### src/rtl/rattlesnake_csr_pkg.sv
// rattlesnake_csr_pkg: shared constants for the Rattlesnake machine-mode CSR unit.
// Contains CSR addresses, csr_op encodings, interrupt cause codes, mtvec modes
// and the read-modify-write helper shared by every CSR.
package rattlesnake_csr_pkg;

  typedef enum logic [1:0] {
    CSR_OP_NONE = 2'b00,
    CSR_OP_RW   = 2'b01,
    CSR_OP_RS   = 2'b10,
    CSR_OP_RC   = 2'b11
  } csr_op_e;

  localparam logic [11:0] CSR_MSTATUS       = 12'h300;
  localparam logic [11:0] CSR_MIE           = 12'h304;
  localparam logic [11:0] CSR_MTVEC         = 12'h305;
  localparam logic [11:0] CSR_MCOUNTINHIBIT = 12'h320;
  localparam logic [11:0] CSR_MSCRATCH      = 12'h340;
  localparam logic [11:0] CSR_MEPC          = 12'h341;
  localparam logic [11:0] CSR_MCAUSE        = 12'h342;
  localparam logic [11:0] CSR_MTVAL         = 12'h343;
  localparam logic [11:0] CSR_MIP           = 12'h344;
  localparam logic [11:0] CSR_MCYCLE        = 12'hB00;
  localparam logic [11:0] CSR_MINSTRET      = 12'hB02;
  localparam logic [11:0] CSR_MCYCLEH       = 12'hB80;
  localparam logic [11:0] CSR_MINSTRETH     = 12'hB82;
  localparam logic [11:0] CSR_MVENDORID     = 12'hF11;
  localparam logic [11:0] CSR_MARCHID       = 12'hF12;
  localparam logic [11:0] CSR_MIMPID        = 12'hF13;
  localparam logic [11:0] CSR_MHARTID       = 12'hF14;

  localparam logic [4:0] CAUSE_MTI       = 5'd7;
  localparam logic [4:0] CAUSE_MEI       = 5'd11;
  localparam logic [4:0] CAUSE_FAST_BASE = 5'd16;

  localparam logic [1:0] MTVEC_DIRECT   = 2'd0;
  localparam logic [1:0] MTVEC_VECTORED = 2'd1;

  // New CSR value for an access; reserved op leaves the value untouched.
  function automatic logic [31:0] csr_apply_op(input logic [1:0] op,
                                               input logic [31:0] old,
                                               input logic [31:0] wdata);
    logic [31:0] res;
    case (op)
      CSR_OP_RW: res = wdata;
      CSR_OP_RS: res = old | wdata;
      CSR_OP_RC: res = old & ~wdata;
      default:   res = old;
    endcase
    return res;
  endfunction

endpackage

### src/rtl/rattlesnake_irq_pending.sv
// rattlesnake_irq_pending: fast-interrupt edge capture, mip generation and
// the priority encoder producing the registered irq_req / irq_cause pair.
// The request is computed from next-cycle state so that it tracks enable
// changes and trap entry with exactly one cycle of latency.
module rattlesnake_irq_pending
  import rattlesnake_csr_pkg::*;
#(
  parameter int          NUM_FAST_IRQ  = 4,
  parameter logic [15:0] IRQ_EDGE_MASK = 16'h0000
)(
  input  logic                    clk,
  input  logic                    reset,
  input  logic                    timer_irq,
  input  logic                    ext_irq,
  input  logic [NUM_FAST_IRQ-1:0] fast_irq,
  input  logic                    sw_we,
  input  logic [NUM_FAST_IRQ-1:0] sw_wdata,
  input  logic                    trap_clr,
  input  logic [4:0]              trap_cause,
  input  logic                    mie_global,
  input  logic [31:0]             mie_en,
  output logic [31:0]             mip,
  output logic                    irq_req,
  output logic [4:0]              irq_cause
);

  localparam logic [NUM_FAST_IRQ-1:0] EDGE = IRQ_EDGE_MASK[NUM_FAST_IRQ-1:0];

  logic [NUM_FAST_IRQ-1:0] fast_prev;
  logic [NUM_FAST_IRQ-1:0] pending;
  logic [NUM_FAST_IRQ-1:0] pending_next;
  logic [NUM_FAST_IRQ-1:0] rise;
  logic [NUM_FAST_IRQ-1:0] clr;
  logic [31:0]             mip_next;
  logic [31:0]             active;
  logic [4:0]              cause;

  assign rise = fast_irq & ~fast_prev;

  // Edge pending update: a rising edge always wins over a software or trap clear.
  always_comb begin
    clr = {NUM_FAST_IRQ{1'b0}};
    for (int i = 0; i < NUM_FAST_IRQ; i++) begin
      clr[i] = (sw_we & ~sw_wdata[i]) |
               (trap_clr & (trap_cause == (CAUSE_FAST_BASE + 5'(i))));
    end
    pending_next = EDGE & (rise | (pending & ~clr));
  end

  // Current and next-cycle mip images (level bits mirror their inputs).
  always_comb begin
    mip      = 32'd0;
    mip_next = 32'd0;
    mip[7]   = timer_irq;
    mip[11]  = ext_irq;
    mip[16 +: NUM_FAST_IRQ] = (EDGE & pending) | (~EDGE & fast_irq);
    mip_next[7]  = timer_irq;
    mip_next[11] = ext_irq;
    mip_next[16 +: NUM_FAST_IRQ] = (EDGE & pending_next) | (~EDGE & fast_irq);
  end

  // Priority: lowest fast index, then MEI, then MTI (later assignment wins).
  always_comb begin
    active = mip_next & mie_en;
    cause  = 5'd0;
    cause  = active[7]  ? CAUSE_MTI : cause;
    cause  = active[11] ? CAUSE_MEI : cause;
    for (int i = NUM_FAST_IRQ - 1; i >= 0; i--) begin
      cause = active[16 + i] ? (CAUSE_FAST_BASE + 5'(i)) : cause;
    end
  end

  // Edge history, pending bits and the registered request outputs.
  always_ff @(posedge clk or posedge reset) begin
    if (reset) begin
      fast_prev <= {NUM_FAST_IRQ{1'b0}};
      pending   <= {NUM_FAST_IRQ{1'b0}};
      irq_req   <= 1'b0;
      irq_cause <= 5'd0;
    end else begin
      fast_prev <= fast_irq;
      pending   <= pending_next;
      irq_req   <= mie_global & (|active);
      irq_cause <= cause;
    end
  end

endmodule

### src/rtl/rattlesnake_csr_irq.sv
// rattlesnake_csr_irq: machine-mode CSR file and interrupt unit for Rattlesnake.
// Access priority per cycle is trap_enter > mret > csr_valid; a losing CSR
// access is dropped silently. Build macro CSR_COUNTERS_EN adds the 64-bit
// mcycle/minstret counters and mcountinhibit; without it those addresses
// are illegal and no counter state exists.
module rattlesnake_csr_irq
  import rattlesnake_csr_pkg::*;
#(
  parameter int          XLEN          = 32,
  parameter int          NUM_FAST_IRQ  = 4,
  parameter logic [15:0] IRQ_EDGE_MASK = 16'h0000
)(
  input  logic                    clk,
  input  logic                    reset,
  input  logic                    exe_enable,
  input  logic                    csr_valid,
  input  logic [1:0]              csr_op,
  input  logic [11:0]             csr_addr,
  input  logic [XLEN-1:0]         csr_wdata,
  output logic                    csr_rdata_valid,
  output logic [XLEN-1:0]         csr_rdata,
  output logic                    csr_illegal,
  input  logic                    timer_irq,
  input  logic                    ext_irq,
  input  logic [NUM_FAST_IRQ-1:0] fast_irq,
  input  logic                    trap_enter,
  input  logic [4:0]              trap_cause,
  input  logic                    trap_is_irq,
  input  logic [XLEN-1:0]         trap_pc,
  input  logic [XLEN-1:0]         trap_tval,
  input  logic                    mret,
  output logic                    irq_req,
  output logic [4:0]              irq_cause,
  output logic [XLEN-1:0]         trap_target_pc,
  output logic [XLEN-1:0]         mepc_out
);

  localparam logic [31:0] MIE_MASK =
    32'h0000_0880 | (((32'd1 << NUM_FAST_IRQ) - 32'd1) << 16);

  logic        mstatus_mie, mstatus_mpie;
  logic        mstatus_mie_next, mstatus_mpie_next;
  logic [31:0] mie_en, mie_next;
  logic [29:0] mtvec_base;
  logic [1:0]  mtvec_mode;
  logic [31:0] mscratch, mepc, mcause, mtval;
  logic [31:0] mip_val;

  logic        do_csr, write_intent, access_illegal, csr_we, hit, read_only;
  logic [31:0] old_val, wval;

`ifdef CSR_COUNTERS_EN
  logic [63:0] mcycle, minstret;
  logic [2:0]  mcountinhibit;
`else
  logic unused_exe_enable;
  assign unused_exe_enable = exe_enable;
`endif

  assign do_csr       = csr_valid & ~trap_enter & ~mret;
  assign write_intent = (csr_op == CSR_OP_RW) | (csr_wdata != 32'd0);
  assign wval         = csr_apply_op(csr_op, old_val, csr_wdata);
  assign csr_we       = do_csr & ~access_illegal & write_intent;

  // CSR read mux and address decode.
  always_comb begin
    old_val   = 32'd0;
    hit       = 1'b1;
    read_only = 1'b0;
    case (csr_addr)
      CSR_MSTATUS:  old_val = {19'd0, 2'b11, 3'd0, mstatus_mpie, 3'd0, mstatus_mie, 3'd0};
      CSR_MIE:      old_val = mie_en;
      CSR_MTVEC:    old_val = {mtvec_base, mtvec_mode};
      CSR_MSCRATCH: old_val = mscratch;
      CSR_MEPC:     old_val = mepc;
      CSR_MCAUSE:   old_val = mcause;
      CSR_MTVAL:    old_val = mtval;
      CSR_MIP:      old_val = mip_val;
      CSR_MVENDORID, CSR_MARCHID, CSR_MIMPID, CSR_MHARTID: read_only = 1'b1;
`ifdef CSR_COUNTERS_EN
      CSR_MCYCLE:        old_val = mcycle[31:0];
      CSR_MCYCLEH:       old_val = mcycle[63:32];
      CSR_MINSTRET:      old_val = minstret[31:0];
      CSR_MINSTRETH:     old_val = minstret[63:32];
      CSR_MCOUNTINHIBIT: old_val = {29'd0, mcountinhibit};
`endif
      default: hit = 1'b0;
    endcase
    access_illegal = ~hit | (csr_op == CSR_OP_NONE) | (read_only & write_intent);
  end

  // Next state of mstatus.MIE/MPIE and mie; also feeds the interrupt unit.
  always_comb begin
    mstatus_mie_next  = mstatus_mie;
    mstatus_mpie_next = mstatus_mpie;
    if (trap_enter) begin
      mstatus_mpie_next = mstatus_mie;
      mstatus_mie_next  = 1'b0;
    end else if (mret) begin
      mstatus_mie_next  = mstatus_mpie;
      mstatus_mpie_next = 1'b1;
    end else if (csr_we && (csr_addr == CSR_MSTATUS)) begin
      mstatus_mie_next  = wval[3];
      mstatus_mpie_next = wval[7];
    end else begin
      mstatus_mie_next  = mstatus_mie;
      mstatus_mpie_next = mstatus_mpie;
    end
    if (csr_we && (csr_addr == CSR_MIE)) begin
      mie_next = wval & MIE_MASK;
    end else begin
      mie_next = mie_en;
    end
  end

  // Handler PC: vectored only for interrupts in MODE=1.
  assign trap_target_pc = ((mtvec_mode == MTVEC_VECTORED) && trap_is_irq) ?
                          ({mtvec_base, 2'b00} + {25'd0, trap_cause, 2'b00}) :
                          {mtvec_base, 2'b00};
  assign mepc_out = mepc;

  rattlesnake_irq_pending #(
    .NUM_FAST_IRQ  (NUM_FAST_IRQ),
    .IRQ_EDGE_MASK (IRQ_EDGE_MASK)
  ) u_irq_pending (
    .clk        (clk),
    .reset      (reset),
    .timer_irq  (timer_irq),
    .ext_irq    (ext_irq),
    .fast_irq   (fast_irq),
    .sw_we      (csr_we & (csr_addr == CSR_MIP)),
    .sw_wdata   (wval[16 +: NUM_FAST_IRQ]),
    .trap_clr   (trap_enter & trap_is_irq),
    .trap_cause (trap_cause),
    .mie_global (mstatus_mie_next),
    .mie_en     (mie_next),
    .mip        (mip_val),
    .irq_req    (irq_req),
    .irq_cause  (irq_cause)
  );

  // CSR state, trap stacking and the registered read response.
  always_ff @(posedge clk or posedge reset) begin
    if (reset) begin
      mstatus_mie     <= 1'b0;
      mstatus_mpie    <= 1'b0;
      mie_en          <= 32'd0;
      mtvec_base      <= 30'd0;
      mtvec_mode      <= 2'd0;
      mscratch        <= 32'd0;
      mepc            <= 32'd0;
      mcause          <= 32'd0;
      mtval           <= 32'd0;
      csr_rdata_valid <= 1'b0;
      csr_illegal     <= 1'b0;
      csr_rdata       <= 32'd0;
    end else begin
      mstatus_mie     <= mstatus_mie_next;
      mstatus_mpie    <= mstatus_mpie_next;
      mie_en          <= mie_next;
      csr_rdata_valid <= do_csr;
      csr_illegal     <= do_csr & access_illegal;
      csr_rdata       <= (do_csr & ~access_illegal) ? old_val : 32'd0;
      if (trap_enter) begin
        mepc   <= trap_pc & ~32'd3;
        mcause <= {trap_is_irq, 26'd0, trap_cause};
        mtval  <= trap_tval;
      end else if (csr_we) begin
        case (csr_addr)
          CSR_MTVEC: begin
            // MODE 2/3 are reserved: keep the old mode, still take the base.
            mtvec_base <= wval[31:2];
            mtvec_mode <= wval[1] ? mtvec_mode : wval[1:0];
          end
          CSR_MSCRATCH: mscratch <= wval;
          CSR_MEPC:     mepc     <= wval & ~32'd3;
          CSR_MCAUSE:   mcause   <= wval;
          CSR_MTVAL:    mtval    <= wval;
          default: begin
          end
        endcase
      end
    end
  end

`ifdef CSR_COUNTERS_EN
  // Free-running counters; a write to either half replaces it and skips that increment.
  always_ff @(posedge clk or posedge reset) begin
    if (reset) begin
      mcycle        <= 64'd0;
      minstret      <= 64'd0;
      mcountinhibit <= 3'd0;
    end else begin
      if (csr_we && (csr_addr == CSR_MCOUNTINHIBIT)) begin
        mcountinhibit <= wval[2:0] & 3'b101;
      end
      if (csr_we && (csr_addr == CSR_MCYCLE)) begin
        mcycle[31:0] <= wval;
      end else if (csr_we && (csr_addr == CSR_MCYCLEH)) begin
        mcycle[63:32] <= wval;
      end else if (!mcountinhibit[0]) begin
        mcycle <= mcycle + 64'd1;
      end
      if (csr_we && (csr_addr == CSR_MINSTRET)) begin
        minstret[31:0] <= wval;
      end else if (csr_we && (csr_addr == CSR_MINSTRETH)) begin
        minstret[63:32] <= wval;
      end else if (exe_enable && !mcountinhibit[2]) begin
        minstret <= minstret + 64'd1;
      end
    end
  end
`endif

endmodule

### config.mk
export PLATFORM = sky130hd
export DESIGN_NAME = rattlesnake_csr_irq
export DESIGN_NICKNAME = d
export VERILOG_FILES = /design/src/rtl/rattlesnake_csr_pkg.sv /design/src/rtl/rattlesnake_irq_pending.sv /design/src/rtl/rattlesnake_csr_irq.sv
export SDC_FILE = /design/constraint.sdc
export NUM_CORES = 1
export LEC_CHECK = 0
export ABC_CLOCK_PERIOD_IN_PS = 7900
export CAP_MARGIN = 30
export CORE_MARGIN = 4
export CORE_UTILIZATION = 45
export DETAILED_ROUTE_END_ITERATION = 10
export HOLD_SLACK_MARGIN = 0.06
export PLACE_DENSITY = 0.74
export SYNTH_ARGS = -nofsm -noshare
export SYNTH_HDL_FRONTEND = slang
export SYNTH_SLANG_ARGS = --single-unit
### constraint.sdc
create_clock -name clk -period 7.9 [get_ports clk]
set_input_delay 1.185 -clock clk [delete_from_list [all_inputs] [get_ports clk]]
set_output_delay 1.185 -clock clk [all_outputs]
set_load 0.005 [all_outputs]
# Word-level counts from Yosys, hierarchy flattened
# Cells that the tools add are included.
# word_totals
register_bits	233
inputBits	128
wordCells	96
# op_classes
n_addsub	1
eq_ne	15
n_mux	28
bitwise_logic	19
n_reduce_logical	19
# op_table
op	count
32-bit 2-to-1 mux	12
32-bit one-hot mux with 8 select lines	1
12-bit by 10-bit equality test with 1-bit output (second input constant)	8
32-bit one-hot mux with 3 select lines	1
12-bit equality test (second input constant)	4
32-bit by 7-bit adder with 32-bit output	1
20-bit by 32-bit AND with 32-bit output	1
32-bit AND	1
32-bit NOT	1
32-bit bitwise OR	1
32-bit nonzero test	1
32-bit OR reduction	1
5-bit 2-to-1 mux	5
12-bit OR reduction	1
1-bit 2-to-1 mux	8
2-bit nonzero test	4
1-bit AND	7
2-bit AND reduction	3
3-bit AND reduction	2
1-bit NOT	5
2-bit equality test (second input constant)	2
4-bit AND reduction	1
4-bit OR reduction	1
1-bit logical AND	3
other kinds (5)	7

# Longest topological paths before layout
# Gate-level depths: netlist of run 1.
# depth
ltp_word	18
ltp_mapped	12

# Modules after synthesis
# A second synthesis of run 1 with hierarchy kept.
# hier_totals
hier_cells	1477
area_unflattened_um2	13228.9
# by_module_without_submodules
module	instances	cells_each	area_each_um2	seq_area_each_um2
rattlesnake_csr_irq	1	1419	12694.7	5630.4
rattlesnake_irq_pending	1	58	534.3	150.1

# Worst setup path after synthesis of run 1
# OpenSTA, ideal clock, no wires.
# synth_timing
path_kind	input to output
from	in trap_cause[0]
to	out trap_target_pc[30]
arrival_time_ns	3.341
required_time_ns	6.715
slack_ns	3.374
cell_stages	11
path_cell_list	ha_1 -> inv_1 -> fa_1 -> nor2b_1 -> o21a_1 -> o21ai_0 -> a211oi_1 -> nand2_1 -> nor3_1 -> nand4_1 -> xnor2_1
# synth_via
elab_chain_cells	2
# synth_rtl
item	line_no	text
start, declared	rattlesnake_csr_irq.sv:27	input logic [4:0] trap_cause,
32-bit by 7-bit adder with 32-bit output	rattlesnake_csr_irq.sv:118	({mtvec_base, 2'b00} + {25'd0, trap_cause, 2'b00}) :
32-bit 2-to-1 mux	rattlesnake_csr_irq.sv:117	assign trap_target_pc = ((mtvec_mode == MTVEC_VECTORED) && trap_is_irq) ?
end, declared	rattlesnake_csr_irq.sv:34	output logic [XLEN-1:0] trap_target_pc,
# Every way passes these cells.

# Worst setup path after layout of run 1
# layout_timing
from	in trap_cause[1]
to	out trap_target_pc[31]
# The elaborated chain is that of the path after synthesis.

==> results of run 1 <==
[flip-flops by register name, summed over array words and instances, names as in the netlist]
register                 cells
csr_illegal                  1
csr_rdata                   32
csr_rdata_valid              1
mcause                      32
mepc_out                    30
mie_en                       6
mscratch                    32
mstatus_mie                  1
mstatus_mpie                 1
mtval                       32
mtvec_base                  30
mtvec_mode                   1
u_irq_pending.irq_cause      5
u_irq_pending.irq_req        1
[kinds of logic (layout without fill, tap and decap cells)]
logic type / after synthesis / count (layout)
AOI/OAI and AO/OA: 278 / 278
xor gates and xnor gates: 30 / 30
and+or+nand+nor: 423 / 423
adders and majority gates: 6 / 6
DFF: 205 / 205
buffers and inverters: 102 / 307
muxes: 136 / 136
other: 1 / 5
[cell type report]
type	instances	area (µm²)
diodes	1	2.502
clock buffers	37	718.2
clock inverters	5	40.04
fillers	2094	9849
inverters	13	56.30
multi-input cells	877	5873
flip-flops and latches	205	5130
well taps	324	405.4
repair buffers	252	2530
[per-stage QoR]
| step | utilization [%] | worst slack, ns | cell area (µm²) | hold WS (ns) |
|---|---|---|---|---|
| 2_1_floorplan | - | 1.119 | 11370 | 0.4453 |
| 3_3_place_gp | 56.43 | 2.024 | 13880 | 0.4576 |
| 3_5_place_dp | 56.65 | 1.983 | 13940 | 0.4703 |
| 4_1_cts | 59.74 | 1.977 | 14700 | 0.4836 |
| 5_1_grt | 59.97 | 1.908 | 14760 | 0.5186 |
| 6_report | 59.97 | 1.963 | 14760 | 0.4763 |
[synth_stat cells (7+ instances only)]
| cell | number | share of area [%] |
|---|---|---|
| dfrtp_1 | 205 | 45 |
| nand2_1 | 200 | 6.6 |
| o21ai_0 | 87 | 3.8 |
| clkbuf_1 | 69 | 2.3 |
| mux2_2 | 66 | 6.5 |
| mux2i_1 | 66 | 5.8 |
| nand3_1 | 65 | 2.9 |
| a21oi_1 | 49 | 2.2 |
| a32oi_1 | 49 | 3.8 |
| nor2_1 | 46 | 1.5 |
| and3_1 | 34 | 1.9 |
| a221o_1 | 22 | 1.9 |
| o211a_1 | 22 | 1.9 |
| xnor2_1 | 19 | 1.5 |
| nor4_1 | 13 | 0.72 |
| inv_1 | 12 | 0.40 |
| xor2_1 | 11 | 0.85 |
| nand4_1 | 9 | 0.50 |
| buf_4 | 8 | 0.53 |
| nor3_1 | 8 | 0.35 |
| o211ai_1 | 8 | 0.53 |
| buf_2 | 7 | 0.31 |
| nor2b_1 | 7 | 0.39 |
[worst max-delay path, delay by kind of cell]
| family | cells | cell delay (ns) |
|---|---|---|
| buffers and inverters | 2 | 1.00 |
| AOI/OAI and AO/OA | 4 | 0.46 |
| and+or+nand+nor | 3 | 1.50 |
| adders and majority gates | 1 | 0.30 |
| xor gates and xnor gates | 1 | 0.30 |
[layer usage]
layer | part of all wire [%] | global-route usage (%)
met4 | 3.8 | 10.67
met5 | 0 | 0
met3 | 9.2 | 4.883
met2 | 46 | 45.28
met1 | 41 | 39.89
[worst max-delay path by stage]
stage	end	slack (ns)	cells past startpoint
after floorplan	csr_illegal	1.12	1
after global placement	trap_target_pc[31]	2.02	11
after detailed placement	trap_target_pc[31]	1.98	11
after CTS	trap_target_pc[31]	1.98	11
after global routing	trap_target_pc[31]	1.91	11
final	trap_target_pc[31]	1.96	11
[power groups by stage]
stage / logic, W / registers, W / clock network (W)
2_1_floorplan: 0.000131 / 0.00112 / 0
3_3_place_gp: 0.000286 / 0.00112 / 0
3_5_place_dp: 0.000291 / 0.00113 / 0
4_1_cts: 0.000292 / 0.00111 / 0.00108
5_1_grt: 0.000321 / 0.00111 / 0.00114
6_report: 0.000297 / 0.00111 / 0.00107
==> flow_summary.toml, run 1 <==
[placed_design]
globalplace.congestion = 0.9426
io_buffers = 224
dp_hpwl_um = 27690
placed_cells = 1669

[yosys]
synthFlopType = "dfrtp_1"
netlist_area_mm2 = 0.01136
synth_top_family_by_area = "simple AND/OR/NAND/NOR gates"
synth-compound-area-share_pct = 16.98
seq_area_frac_synth_pct = 45.17
async_flop_share_pct = 100.0
synthMuxAreaShare_pct = 13.15
syn_avg_cell_area_um2 = 9.617
ys_warn_count = 0
netlist_instances = 1181
synth-adder-area-share_pct = 0.7271
synth_edf_count = 0
synthSimpleGateAreaFrac_pct = 17.91
synth_seq_cells = 205
synth.distinct_cells = 69
synth_xor_area_share_pct = 2.314

[timing]
max_slew_margin_pct = 23.80
drv_slew = 0
max_freq_ghz = 0.1684
tightest_slew_ns = 1.132
tns_ns = 0
finClkSkew_ns = 0.01605
period_share_pct = 75.16
grt_setup_unrepaired = "false"
fin_crit_ns = 5.937
hold_viol_final = 0
setup_viol = 0

[setup_path]
crit_arrival_ns = 4.75
required_ns = 6.71
crit_start = "trap_cause[1]"
critPathSlowestCell = "or4b_2"
crit_path_max_fanout = 5
cp-start-kind = "input port"
cpPeakStageDelay_ns = 0.77
worstRegToRegCells = 8
end_kind = "output port"
reg2reg_to = "u_irq_pending.irq_cause[3]"
path_cells = "clkdlybuf4s50_1, ha_1, a21o_1, a21oi_1, o21bai_1, a21oi_1, or4b_2, or3_1, nor2_1, xor2_1, clkdlybuf4s50_1"
reg2reg_slack_ns = 4.96
worstReg2RegStart = "mepc_out[17]"
path_class = "input port to output port"

[routing]
vias_per_cell = 6.242
avgRoutedWirePerCell_um = 24.10
vias = 10700
drcViolationCount = 0
drt-initial-drc-count = 1004
ant_nets = 0
wl_um = 41310
firstDrtPassIters = 7

[clocking]
clock_sinks = 205
cts_resized = 0
root_buffer = "clkbuf_16"
clock_path_buffers = 3
cts_setup_buffers = 0
numCtsBuffers = 23
htreeDepth = 1
holdBufCountCts = 0
clk_latency_ns = 0.53
cts_tree = "built"
clkTransAtPathRegs_ns = 0.06

[power_and_ir_drop]
switchingPower_w = 0.0006346
p_clk_share_pct = 43.3
combinationalPowerShare_pct = 12.0
p_int_w = 0.001841
p_leak_nw = 6.395
p_seq_share_pct = 44.7
vdd_ir_drop_max_uv = 115.6
netSwitchingFraction_pct = 25.64
p_total_w = 0.002475
p_per_area_mw_per_mm2 = 167.8

[grt]
grt_max_degree = 130
grt_overflow_total = 0
grt_use_total_pct = 28.67
antenna_found_initial = 1
grt_pass1_wl_um = 63400
grt_pass1_vias = 10590

[hold_path]
hold_path.class = "flop to flop"
hold_start = "mscratch[19]"
holdPathEnd = "mscratch[19]"
hold_depth = 2

[layout]
nets = 1506
drive_gt1_share_pct = 11.23
mostFrequentLayoutCells = "clkdlybuf4s50_1, dfrtp_1, nand2_1"
fin_cells = 1714
area_growth_pct = 29.92
layout_commonest_cell = "clkdlybuf4s50_1"

[job]
cap_violations = 0

[status]
outcome = "complete, no violations"

[die]
die_w_um = 166.9
rows = 57
die_area_mm2 = 0.02784
start_util_pct = 46.16
die_h_um = 166.9
core_mm2 = 0.02460
ioPinCount = 232
Note: power is estimated with default switching activity, not from simulation.
==> inputs of run 2 (changes only) <==
--- a/config.mk
+++ b/config.mk
@@ -5,7 +5,7 @@
 export SDC_FILE = /design/constraint.sdc
 export NUM_CORES = 1
 export LEC_CHECK = 0
-export ABC_CLOCK_PERIOD_IN_PS = 7900
+export ABC_CLOCK_PERIOD_IN_PS = 5800
 export CAP_MARGIN = 30
 export CORE_MARGIN = 4
 export CORE_UTILIZATION = 45
==> constraint.sdc (replaced) <==
create_clock -name clk -period 5.8 [get_ports clk]
set_input_delay 0.87 -clock clk [delete_from_list [all_inputs] [get_ports clk]]
set_output_delay 0.87 -clock clk [all_outputs]
set_load 0.005 [all_outputs]
==> flow_summary.toml, run 2 (synthesized netlist as in run 1, its figures left out) <==
[setup_path]
path_cells = "clkdlybuf4s50_1, ha_1, a21o_1, a21oi_1, o21bai_1, a21oi_1, or4b_2, or3_1, nor2_1, xor2_1, clkdlybuf4s50_1"
crit_arrival_ns = 4.43
required_ns = 4.93
path_class = "input port to output port"
worstReg2RegStart = "mepc_out[7]"
crit_start = "trap_cause[1]"
critPathSlowestCell = "or4b_2"
cpPeakStageDelay_ns = 0.75
crit_path_max_fanout = 5
cp-start-kind = "input port"
end_kind = "output port"

[clocking]
htreeDepth = 1
clock_sinks = 205
numCtsBuffers = 23
cts_tree = "built"
cts_setup_buffers = 0
clkTransAtPathRegs_ns = 0.06
clk_latency_ns = 0.53
clock_path_buffers = 3
holdBufCountCts = 0
root_buffer = "clkbuf_16"
cts_resized = 0

[layout]
drive_gt1_share_pct = 11.14
mostFrequentLayoutCells = "clkdlybuf4s50_1, dfrtp_1, nand2_1"
fillers = 2128
area_growth_pct = 29.49
design_area_mm2 = 0.01471
nets = 1510
layout_commonest_cell = "clkdlybuf4s50_1"

[timing]
period_share_pct = 91.36
max_freq_ghz = 0.1887
tightest_slew_ns = 1.013
fin_crit_ns = 5.299
tns_ns = 0
drv_slew = 0
finClkSkew_ns = 0.009863
grt_setup_unrepaired = "false"
hold_viol_final = 0
setup_viol = 0
worst_slack_ns = 0.5009
max_slew_margin_pct = 31.40

[status]
outcome = "complete, no violations"

[routing]
firstDrtPassIters = 5
wl_um = 41190
vias_per_cell = 6.273
drt-initial-drc-count = 1295
drcViolationCount = 0
avgRoutedWirePerCell_um = 23.99
vias = 10770
ant_nets = 0

[placed_design]
dpl_cell_area_mm2 = 0.01397
place_ws_ns = 0.5510
globalplace.congestion = 0.9585
io_buffers = 224
dp_hpwl_um = 28020

[hold_path]
hold_path.class = "flop to flop"
hold_start = "mscratch[19]"

[grt]
antenna_found_initial = 1
grt_max_degree = 159
grt_use_total_pct = 28.71
grt_pass1_wl_um = 63910
grt_overflow_total = 0
grt_pass1_vias = 10880

[job]
cap_violations = 0

[power_and_ir_drop]
p_leak_nw = 6.374
vdd_ir_drop_max_uv = 156.1
p_per_area_mw_per_mm2 = 228.8

[die]
start_util_pct = 46.16
ioPinCount = 232
die_area_mm2 = 0.02784
die_h_um = 166.9
core_mm2 = 0.02460
rows = 57
die_w_um = 166.9
==> run 2: area by class of cell <==
class | count | area [µm²] | share of cell area, %
clock buffer | 32 | 619.3 | 4.211
timing repair buffer | 256 | 2515 | 17.10
multi-input combinational | 877 | 5866 | 39.88
inverter | 13 | 52.55 | 0.3573
antenna | 1 | 2.502 | 0.01702
sequential | 205 | 5130 | 34.88
clock inverter | 9 | 116.4 | 0.7912
tap | 324 | 405.4 | 2.757
==> run 2: worst max-delay path, delay by kind of cell <==
family	cells	cell delay [ns]
buffers and inverters	2	0.99
XOR/XNOR	1	0.30
AO/OA/AOI/OAI	4	0.46
AND/OR/NAND/NOR	3	1.51
adder cells (fa/ha/maj)	1	0.29
==> run 2: worst paths after layout <==
path / end / slack, ns / cells after the start
setup / recovery: trap_target_pc[31] / 0.50 / 11
hold / removal: mscratch[19] / 0.48 / 2
setup reg to reg: u_irq_pending.irq_cause[1] / 2.96 / 8
hold reg to reg: mscratch[19] / 0.48 / 2
max in group asynchronous: mtval[15] / 4.16 / 3
min in group asynchronous: mepc_out[18] / 0.91 / 3
==> run 2: power by group <==
group	total [W]	switching [W]	leakage [nW]	internal (W)
Sequential	0.00151	0.0000340	2.74	0.00147
Combinational	0.000400	0.000220	3.28	0.000181
Clock	0.00146	0.000613	0.358	0.000843
Total	0.00336	0.000867	6.37	0.00250
==> run 2: through the flow <==
step	total power, W	cells	util [%]	hold slack, ns
floorplan	0.001703	1184	-	0.4453
global placement	0.001922	1674	56.75	0.4594
detailed placement	0.001930	1675	56.77	0.4702
CTS	0.003376	1716	59.76	0.4838
global route	0.003481	1717	59.77	0.5111
finish	0.003365	1717	59.77	0.4801
==> run 2: metal layers <==
metal | track usage, % | up-vias | part of all wire (%)
met5 | 0 | - | 0
met4 | 10.42 | 0 | 4.0
met3 | 5.926 | 108 | 9.6
met2 | 45.61 | 615 | 46
met1 | 39.12 | 5299 | 41
li1 | - | 4749 | -
==> inputs of run 3 (changes only) <==
--- a/config.mk
+++ b/config.mk
@@ -5,13 +5,14 @@
 export SDC_FILE = /design/constraint.sdc
 export NUM_CORES = 1
 export LEC_CHECK = 0
-export ABC_CLOCK_PERIOD_IN_PS = 5800
+export ABC_CLOCK_PERIOD_IN_PS = 4650
 export CAP_MARGIN = 30
 export CORE_MARGIN = 4
 export CORE_UTILIZATION = 45
 export DETAILED_ROUTE_END_ITERATION = 10
 export HOLD_SLACK_MARGIN = 0.06
-export PLACE_DENSITY = 0.74
+export PLACE_DENSITY_LB_ADDON = 0.1
+export SLEW_MARGIN = 30
 export SYNTH_ARGS = -nofsm -noshare
 export SYNTH_HDL_FRONTEND = slang
 export SYNTH_SLANG_ARGS = --single-unit
==> constraint.sdc (replaced) <==
create_clock -name clk -period 4.65 [get_ports clk]
set_input_delay 0.6975 -clock clk [delete_from_list [all_inputs] [get_ports clk]]
set_output_delay 0.6975 -clock clk [all_outputs]
set_load 0.005 [all_outputs]
==> flow_summary.toml, run 3 (synthesized netlist as in run 1, its figures left out) <==
[layout]
area_growth_pct = 32.03
regArea_mm2 = 0.005130
layout_commonest_cell = "clkdlybuf4s50_1"
nets = 1542
fillers = 2143
design_area_mm2 = 0.01499
fin_cells = 1743
drive_gt1_share_pct = 13.32
multi_input_area_mm2 = 0.005888
fin_util_pct = 60.94
mostFrequentLayoutCells = "clkdlybuf4s50_1, dfrtp_1, nand2_1"
antenna_cells = 0

[setup_path]
crit_path_max_fanout = 3
path_cells = "clkdlybuf4s50_1, ha_1, a21o_1, a21oi_1, o21bai_1, a21oi_1, or4b_2, or3_4, nor2_2, xor2_1, clkdlybuf4s50_1"
crit_arrival_ns = 3.86
cp-start-kind = "input port"
end_kind = "output port"
required_ns = 3.95
cpLargestDelayFamily = "simple AND/OR/NAND/NOR gates"
critPathSlowestCell = "or4b_2"
cpPeakStageDelay_ns = 0.71
path_class = "input port to output port"
crit_buf_inv = 2

[power_and_ir_drop]
vdd_ir_drop_max_uv = 219.3
p_leak_nw = 6.528
p_per_area_mw_per_mm2 = 276.2
p_total_w = 0.004141

[clocking]
clock_sinks = 205
numCtsBuffers = 24
root_buffer = "clkbuf_16"
htreeDepth = 1
clk_latency_ns = 0.55
holdBufCountCts = 0
clock_path_buffers = 3
cts_setup_buffers = 0
clkTransAtPathRegs_ns = 0.06
cts_tree = "built"

[routing]
vias = 10660
firstDrtPassIters = 6
ant_nets = 0
wl_um = 42650
drt-initial-drc-count = 1035
avgRoutedWirePerCell_um = 24.47
drcViolationCount = 0
vias_per_cell = 6.116

[timing]
tightest_slew_ns = 0.9706
tns_ns = 0
fin_crit_ns = 4.554
max_freq_ghz = 0.2196
hold_viol_final = 0
setup_viol = 0
period_share_pct = 97.93
max_slew_margin_pct = 35.15
grt_setup_unrepaired = "true"
finClkSkew_ns = 0.02482
drv_slew = 0

[grt]
grt_overflow_total = 0
grt_pass1_vias = 10550
grt_pass1_wl_um = 64720
antenna_found_initial = 1
grt_max_degree = 145
grt_use_total_pct = 29.74

[job]
cap_violations = 0

[placed_design]
io_buffers = 224
globalplace.congestion = 0.9320
dp_hpwl_um = 29080
placed_cells = 1706
dpl_cell_area_mm2 = 0.01426

[die]
die_h_um = 166.9
core_mm2 = 0.02460
rows = 57
die_area_mm2 = 0.02784
ioPinCount = 232
die_w_um = 166.9
start_util_pct = 46.16

[hold_path]
hold_path.class = "flop to flop"

[status]
outcome = "complete, no violations"
-- run 3: tightest hold or removal path, cell delays in order (launching register included) --
cell and delay (ns):
dfrtp_1 0.34, nand2_1 0.04, o21ai_0 0.06
-- run 3: layout make-up --
cell class | count | share of cell area [%]
multi-input combinational | 877 | 39.27
sequential | 205 | 34.21
timing repair buffer | 287 | 18.70
clock buffer | 32 | 4.406
tap | 324 | 2.704
clock inverter | 5 | 0.3588
inverter | 13 | 0.3505
-- run 3: metrics by stage --
stage / hold slack (ns) / setup WS (ns)
2_1_floorplan: 0.4453 / 1.051
3_3_place_gp: 0.4581 / 0.02575
3_5_place_dp: 0.4691 / -0.06371
4_1_cts: 0.4794 / 0.001170
5_1_grt: 0.4960 / -0.02889
6_report: 0.4815 / 0.09608
-- run 3: per-layer routing --
metal | up-vias | GRT usage, % | part of all wire (%)
met5 | - | 0 | 0.030
met4 | 2 | 10.07 | 3.8
li1 | 4806 | - | -
met2 | 566 | 45.47 | 45
met1 | 5185 | 41.61 | 42
met3 | 102 | 7.348 | 9.1
-- run 3: report_power, final --
part	internal [W]	switching, W
Clock	0.000992	0.000754
Sequential	0.00184	0.0000415
Combinational	0.000234	0.000280
-- run 3: final timing paths --
check,from,end,slack (ns),cells past startpoint
worst max-delay path,trap_cause[1],trap_target_pc[31],0.1,11
worst min-delay path,mscratch[16],mscratch[16],0.48,2
worst max register to register,mtval[17],u_irq_pending.irq_req,1.90,9
worst min register to register,mscratch[16],mscratch[16],0.48,2
max in group asynchronous,reset,mcause[3],3.21,3
min in group asynchronous,reset,csr_rdata[23],0.66,3
-- run 3: repair_timing --
item / 4_1_cts / 5_1_grt
pin swaps: 1 / 0
gates resized for setup: 1 / 4
setup endpoints to repair: 2 / 3
